[config.mk]
export PLATFORM = sky130hd
export DESIGN_NAME = reg_bank
export DESIGN_NICKNAME = d
export VERILOG_FILES = /design/src/rtl/reg_bank.sv
export SDC_FILE = /design/constraint.sdc
export NUM_CORES = 1
export LEC_CHECK = 0
export CELL_PAD_IN_SITES_DETAIL_PLACEMENT = 1
export CELL_PAD_IN_SITES_GLOBAL_PLACEMENT = 2
export CORE_MARGIN = 1.5
export CORE_UTILIZATION = 50
export DETAILED_ROUTE_END_ITERATION = 12
export DONT_BUFFER_PORTS = 1
export GPL_ROUTABILITY_DRIVEN = 1
export PLACE_DENSITY_LB_ADDON = 0.1
export SYNTH_ARGS = -nofsm -noshare
export SYNTH_HDL_FRONTEND = slang
export SYNTH_SLANG_ARGS = --single-unit
[constraint.sdc]
create_clock -name clk -period 2.7 [get_ports clk]
set_clock_uncertainty 0.1 [all_clocks]
set_input_delay 0.27 -clock clk [delete_from_list [all_inputs] [get_ports clk]]
set_output_delay 0.27 -clock clk [all_outputs]
set_load 0.02 [all_outputs]
[src/rtl/reg_bank.sv]
// reg_bank: write-back register file with bypassed read ports
// and a per-register pending-write scoreboard for operand stalls.
module reg_bank #(
  parameter int NREG    = 16,
  parameter int AW      = 4,
  parameter int ZERO_R0 = 1
) (
  input  logic          clk,
  input  logic          rst_n,
  input  logic [31:0]   in_WB,
  input  logic          W_RB,
  input  logic [AW-1:0] wr_addr,
  input  logic [AW-1:0] rd_addr_a,
  input  logic [AW-1:0] rd_addr_b,
  output logic [31:0]   out_A,
  output logic [31:0]   out_B,
  input  logic          iss_valid,
  input  logic [AW-1:0] iss_addr,
  output logic          stall,
  output logic          waw_err
);

  localparam logic Z0 = (ZERO_R0 != 0);

  logic [31:0]     r_regs [NREG];
  logic [NREG-1:0] r_pend;

  logic            w_wr_ok;
  logic            w_hit_a;
  logic            w_hit_b;
  logic            w_hit_i;
  logic            w_z_a;
  logic            w_z_b;
  logic            w_z_i;
  logic [NREG-1:0] w_set;
  logic [NREG-1:0] w_clr;
  logic [NREG-1:0] w_one;

  assign w_one   = {{(NREG-1){1'b0}}, 1'b1};
  assign w_z_a   = Z0 && (rd_addr_a == '0);
  assign w_z_b   = Z0 && (rd_addr_b == '0);
  assign w_z_i   = Z0 && (iss_addr == '0);
  assign w_wr_ok = W_RB && !(Z0 && (wr_addr == '0));
  assign w_hit_a = W_RB && (wr_addr == rd_addr_a);
  assign w_hit_b = W_RB && (wr_addr == rd_addr_b);
  assign w_hit_i = W_RB && (wr_addr == iss_addr);

  // register file write; a write in a reset cycle is discarded
  always_ff @(posedge clk or negedge rst_n) begin
    if (!rst_n) begin
      for (int i = 0; i < NREG; i++) r_regs[i] <= '0;
    end else if (w_wr_ok) begin
      r_regs[wr_addr] <= in_WB;
    end
  end

  // scoreboard set/clear masks; r0 is never marked when hardwired
  always_comb begin
    w_set = '0;
    w_clr = '0;
    if (iss_valid && !w_z_i) w_set = w_one << iss_addr;
    if (W_RB) w_clr = w_one << wr_addr;
  end

  // pending bits: a new issue outranks a same-cycle write-back
  always_ff @(posedge clk or negedge rst_n) begin
    if (!rst_n) r_pend <= '0;
    else        r_pend <= w_set | (r_pend & ~w_clr);
  end

  // read port A with r0 hardwire and write-through bypass
  always_comb begin
    out_A = r_regs[rd_addr_a];
    if (w_z_a)        out_A = '0;
    else if (w_hit_a) out_A = in_WB;
    if (!rst_n)       out_A = '0;
  end

  // read port B with r0 hardwire and write-through bypass
  always_comb begin
    out_B = r_regs[rd_addr_b];
    if (w_z_b)        out_B = '0;
    else if (w_hit_b) out_B = in_WB;
    if (!rst_n)       out_B = '0;
  end

  // stall on a pending operand not served by the bypass this cycle
  always_comb begin
    stall = (r_pend[rd_addr_a] && !w_hit_a)
         || (r_pend[rd_addr_b] && !w_hit_b);
  end

  // flag an issue onto a register whose producer is still outstanding
  always_comb begin
    waw_err = iss_valid && r_pend[iss_addr] && !w_hit_i && !w_z_i;
  end

endmodule

==> flow_summary.json, run 1 <==
{
  "status": "finished with violations",
  "violations": "hold timing, slew limit, setup timing",
  "wl_per_cell_um": 31.7,
  "hold_violations": 528,
  "antenna_found_initial": 0,
  "placed_area_um2": 28800,
  "fmax_mhz": 274,
  "dieWidth_um": 240,
  "synth_ff_type": "dfrtp_1",
  "ff2ff_path_depth": 3,
  "whs_ns": -0.731,
  "synth_area_um2": 28200,
  "route.vias.total": 17400,
  "synth_area_leaders": "dfrtp_1, mux4_2, mux2_2",
  "grt_pass1_vias": 19200,
  "yosysTopAreaCellShare": 0.469,
  "path_buf_inv": 1,
  "critPathTopFamily": "compound AO/OA/AOI/OAI gates",
  "cts_tree": "yes",
  "busiest_layer": "met2",
  "grt_first_pass_wirelength_mm": 124,
  "diodes": 0,
  "cts_hold_buf": 46,
  "max_slew.worst_pin.slew_ns": 1.92,
  "r2r_setup_slack_ns": 1.37,
  "dieArea_um2": 57800,
  "num_rows": 86,
  "setup_viol": 64,
  "fin_ws_ns": -0.950,
  "post-route-drc-count": 0,
  "crit_type": "input port to output pin",
  "fin_nets": 1856,
  "grt_max_degree": 531,
  "use_met1": 0.417,
  "initialDrtViolationCount": 1239,
  "synth_edf_count": 0,
  "synthToLayoutAreaGrowth_pct": 10.4,
  "first_pass_iters": 5,
  "slew_violations": 315,
  "yosysWarnings": 0,
  "clock_path_buffers": 3,
  "timing.rr.start": "r_pend[3]",
  "grt-ovfl-total": 0,
  "ios": 118,
  "drive_gt1_frac": 0.363,
  "max-vdd-ir-drop_mv": 0.557,
  "syn_avg_cell_area_um2": 15.0,
  "ys_seq_elements": 528,
  "postSynthCellCount": 1883,
  "p_leak_nw": 12.9,
  "yosysMostFrequentCell": "dfrtp_1",
  "met2_usage": 0.479,
  "crit_path_end_kind": "output pin",
  "max_stage_delay_ns": 0.71,
  "critPathMaxFanout": 530,
  "period_share": 1.35,
  "relSlewSlack": -0.279,
  "place_congestion": 0.793,
  "htree_levels": 2,
  "cap_viol_max_count": 0,
  "die_y_um": 240,
  "final_area_um2": 31100,
  "rsz0062_at_grt": "no",
  "num-fill-cells": 5083,
  "post_cts_buffers": 0,
  "met3_usage": 0.0394,
  "clk_pin_slew_ns": 0.06,
  "hpwlAfterDp_mm": 44.1,
  "yosysTopAreaCell": "dfrtp_1",
  "path_cells": "o41ai_1 -> nor2_4 -> buf_4 -> a22o_1",
  "grt_usage": 0.294,
  "via_per_inst": 6.70,
  "setup_tns_ns": -32.20,
  "async_flop_share": 1.00,
  "syn_nets": 1935,
  "synthTopCellsByCount": "dfrtp_1, mux4_2, mux2_2",
  "postRouteAntennaNets": 0,
  "wl_mm": 82.2,
  "clk_latency_ns": 0.61,
  "p_per_area_nw_per_um2": 759,
  "io_buffers": 0,
  "core_um2": 55400,
  "start_util": 0.509,
  "worstHoldPathType": "input port to asynchronous set/reset pin",
  "required_ns": 2.33,
  "min_period_ns": 3.65,
  "cts_sinks": 528,
  "crit_path_top_delay_cell": "nor2_4",
  "timing.rr.end": "r_pend[3]",
  "cp.arrival_ns": 3.28,
  "cp-start-kind": "input port",
  "cts_inserted_buffers": 58,
  "critPathLaunch": "rst_n",
  "finalPower_mw": 23.6,
  "yosysUniqueCellTypes": 41,
  "root_buffer": "clkbuf_16",
  "ys_seq_area_frac": 0.469
}
placed cells by master (no fill, tap or decap), types with 2 or more instances in the layout:
master and n:
o21ai_0 17, nand2b_1 4, nor3_1 2, mux4_2 264
dlygate4sd3_1 46, clkinv_2 6, xnor2_1 3, clkbuf_16 58
o2111ai_1 3, clkbuf_1 18, a22o_1 64, nor2_1 2
mux2i_1 7, dfrtp_1 528, nor2_4 14, nand3b_1 8
o22ai_1 4, and2_2 2, mux2_2 251, nand3_1 6
nor2b_4 5, inv_1 6, nand2_1 78, nand2b_2 3
clkbuf_8 12, mux2_1 229, bufinv_16 4, buf_4 24
xor2_1 9, a22oi_1 127, nor2b_1 2, a211oi_1 3
buf_12 19, inv_6 2
registers in the layout, summed over array words and instances (netlist names):
signal,flops
r_pend,16
r_regs,512
per-layer routing:
layer,wire [µm],part of all wire
met1,35900,0.44
met2,40200,0.49
met3,4050,0.049
met4,1990,0.024
met5,0,0
worst max-delay path by stage:
stage	end	slack, ns	cells past startpoint
2_1_floorplan	out_A[14]	0.57	7
3_3_place_gp	out_B[17]	0.09	4
3_5_place_dp	out_B[17]	0.12	4
4_1_cts	out_B[17]	0.05	4
5_1_grt	out_B[17]	0.007	4
6_report	out_B[17]	-0.95	4
cell families after synthesis:
logic type,Yosys count,share of synthesized area
mux,751,0.405
flops,528,0.469
buf+inv,234,0.0392
compound gates,227,0.0622
simple gates,131,0.0211
xor+xnor,12,0.00373
report_power, final:
group / switching [mW] / leakage (nW) / total, mW / internal [mW]
clock: 3.29 / 0.922 / 7.94 / 4.65
sequential: 1.27 / 6.53 / 10.9 / 9.66
combinational: 1.75 / 5.43 / 4.75 / 3.00
final cells by class:
class                   instances  area [µm²]  share of cell area
well taps                     748         936              0.0301
multi-input cells            1121       14000               0.451
inverters                       6        22.5            0.000724
repair buffers                 89        1020              0.0328
clock buffers                  88        1680              0.0541
flip-flops and latches        528       13200               0.425
clock inverters                14         193             0.00619
what timing repair did:
| action | in CTS | in global routing |
|---|---|---|
| hold endpoints to repair | 1024 | 528 |
| endpoints found under the setup margin | 0 | 1 |
| resized for setup | 0 | 1 |
worst register-to-register path, delay by kind of cell, from the launching register on:
| kind | cells | cell delay, ns |
|---|---|---|
| AO/OA/AOI/OAI | 1 | 0.08 |
| buffers and inverters | 1 | 0.56 |
| flip-flops | 1 | 0.41 |
| AND/OR/NAND/NOR | 1 | 0.07 |
through the flow:
step            util  setup slack, ns  cells  hold WS, ns
2_1_floorplan      -            0.569   1883       -0.126
3_3_place_gp   0.519           0.0890   2446      -0.0977
3_5_place_dp   0.519            0.125   2446      -0.0993
4_1_cts        0.561           0.0474   2594       -0.779
5_1_grt        0.561          0.00707   2594       -0.771
6_report       0.561           -0.950   2594       -0.731
Note: power is estimated with default switching activity, not from simulation.
==> run 2: changes to the inputs <==
Settings changed: CORE_MARGIN 1.5 to 2.
==> run 2 against run 1 <==
- the run ends with hold timing, slew limit left
- sequential share of layout area is essentially flat
- first-iteration DRC count grew 2.3%
- fmax grew 38%
- final cell count grew 0.39%
- hold slack lost 0.013 ns
- critical path type unchanged
- largest cell class unchanged
- largest power group unchanged
==> flow_summary.json, run 2 (synthesized netlist as in run 1, its figures left out) <==
{
  "cts_sinks": 528,
  "required_ns": 2.33,
  "max_stage_delay_ns": 0.45,
  "worstHoldPathType": "input port to asynchronous set/reset pin",
  "timing.rr.start": "r_pend[7]",
  "dieWidth_um": 241,
  "drive_gt1_frac": 0.368,
  "cts_tree": "yes",
  "grt_usage": 0.293,
  "io_buffers": 0,
  "cp-start-kind": "input port",
  "r2r_setup_slack_ns": 1.76,
  "p_leak_nw": 12.9,
  "crit_path_top_delay_cell": "o41ai_1",
  "clock_path_buffers": 3,
  "htree_levels": 2,
  "first_pass_iters": 5,
  "min_period_ns": 2.64,
  "fin_nets": 1861,
  "placed_area_um2": 28800,
  "grt_max_degree": 531,
  "whs_ns": -0.744,
  "post-route-drc-count": 0,
  "die_y_um": 241,
  "timing.rr.end": "r_pend[7]",
  "grt_first_pass_wirelength_mm": 125,
  "post_cts_buffers": 0,
  "place_congestion": 0.764,
  "critPathMaxFanout": 530,
  "ios": 118,
  "path_buf_inv": 1,
  "antenna_found_initial": 0,
  "grt-ovfl-total": 0,
  "final_area_um2": 31100,
  "start_util": 0.503,
  "period_share": 0.977,
  "route.vias.total": 17300,
  "mostFrequentLayoutCell": "dfrtp_1",
  "num-fill-cells": 5193,
  "num_rows": 87,
  "cap_viol_max_count": 0,
  "clk_latency_ns": 0.62,
  "wl_mm": 82.8,
  "root_buffer": "clkbuf_16",
  "setup_viol": 0,
  "max-vdd-ir-drop_mv": 0.577,
  "via_per_inst": 6.65,
  "slew_violations": 106,
  "core_um2": 56100,
  "initialDrtViolationCount": 1267,
  "postRouteAntennaNets": 0,
  "fmax_mhz": 379,
  "clk_pin_slew_ns": 0.06,
  "ff2ff_path_depth": 2,
  "cp.arrival_ns": 2.27,
  "dieArea_um2": 58300,
  "reg.largest.list": "r_regs: 512 flops, r_pend: 16 flops",
  "setup_tns_ns": 0,
  "relSlewSlack": -0.0612,
  "wl_per_cell_um": 31.8,
  "cts_hold_buf": 48,
  "max_slew.worst_pin.slew_ns": 1.59,
  "status": "finished with violations",
  "p_per_area_nw_per_um2": 759,
  "diodes": 0,
  "top_register": "r_regs",
  "hpwlAfterDp_mm": 43.4,
  "grt_pass1_vias": 18900,
  "critPathTopFamily": "compound AO/OA/AOI/OAI gates",
  "crit_type": "input port to output pin",
  "cts_inserted_buffers": 59,
  "largest_reg_flops": 512,
  "hold_violations": 528,
  "crit_path_end_kind": "output pin",
  "synthToLayoutAreaGrowth_pct": 10.5,
  "finalPower_mw": 23.6,
  "mostFrequentLayoutCells": "dfrtp_1, mux4_2, mux2_2",
  "rsz0062_at_grt": "no",
  "path_cells": "o41ai_1 -> nor2b_4 -> buf_4 -> a22o_1",
  "violations": "hold timing, slew limit"
}
==> run 2: how the worst max path moves through the flow <==
stage	cells after the start	endpoint	start	slack, ns
final	4	out_B[6]	rst_n	0.06
after global routing	4	stall	r_pend[0]	0.01
after CTS	7	r_regs[423]	wr_addr[0]	0.04
after detailed placement	4	out_B[6]	rd_addr_b[0]	0.42
after global placement	4	out_B[13]	rd_addr_b[0]	0.38
after floorplan	7	out_A[14]	rd_addr_a[3]	0.57
==> run 2: cell type report <==
cell class | instances | area, µm² | area share
Multi-Input combinational cell | 1121 | 14000 | 0.451
Sequential cell | 528 | 13200 | 0.424
Clock buffer | 81 | 1700 | 0.0546
Timing Repair Buffer | 93 | 1030 | 0.0331
Tap cell | 756 | 946 | 0.0304
Clock inverter | 19 | 190 | 0.00611
Inverter | 6 | 22.5 | 0.000723
==> run 2: layer usage <==
metal | up-vias | wire [µm] | GRT usage
met5 | - | 0 | 0
li1 | 7151 | - | -
met1 | 9630 | 36200 | 0.410
met4 | 0 | 1670 | 0.0666
met2 | 420 | 41200 | 0.490
met3 | 117 | 3690 | 0.0407
==> run 2: per-stage QoR <==
stage / setup slack [ns] / hold slack [ns] / util / instances
after CTS: 0.0384 / -0.775 / 0.555 / 2604
after detailed placement: 0.415 / -0.103 / 0.513 / 2456
final: 0.0625 / -0.744 / 0.556 / 2604
after floorplan: 0.569 / -0.126 / - / 1883
after global placement: 0.379 / -0.111 / 0.513 / 2456
after global routing: 0.0131 / -0.773 / 0.556 / 2604
==> run 2: power breakdown <==
part,internal (mW),switching (mW),total [mW]
clock,4.64,3.34,7.98
sequential,9.65,1.27,10.9
combinational,3.00,1.74,4.74
total,17.3,6.35,23.6
==> run 2: timing repair <==
action | in CTS | in global routing
endpoints found under the hold margin | 1024 | 528
endpoints found under the setup margin | 0 | 14
resized for setup | 0 | 1
==> run 3: changes to the inputs <==
Settings changed: SLEW_MARGIN set to 5.
==> results of run 3 <==
The final DEF is identical to that of run 2; final timing and power are the same.
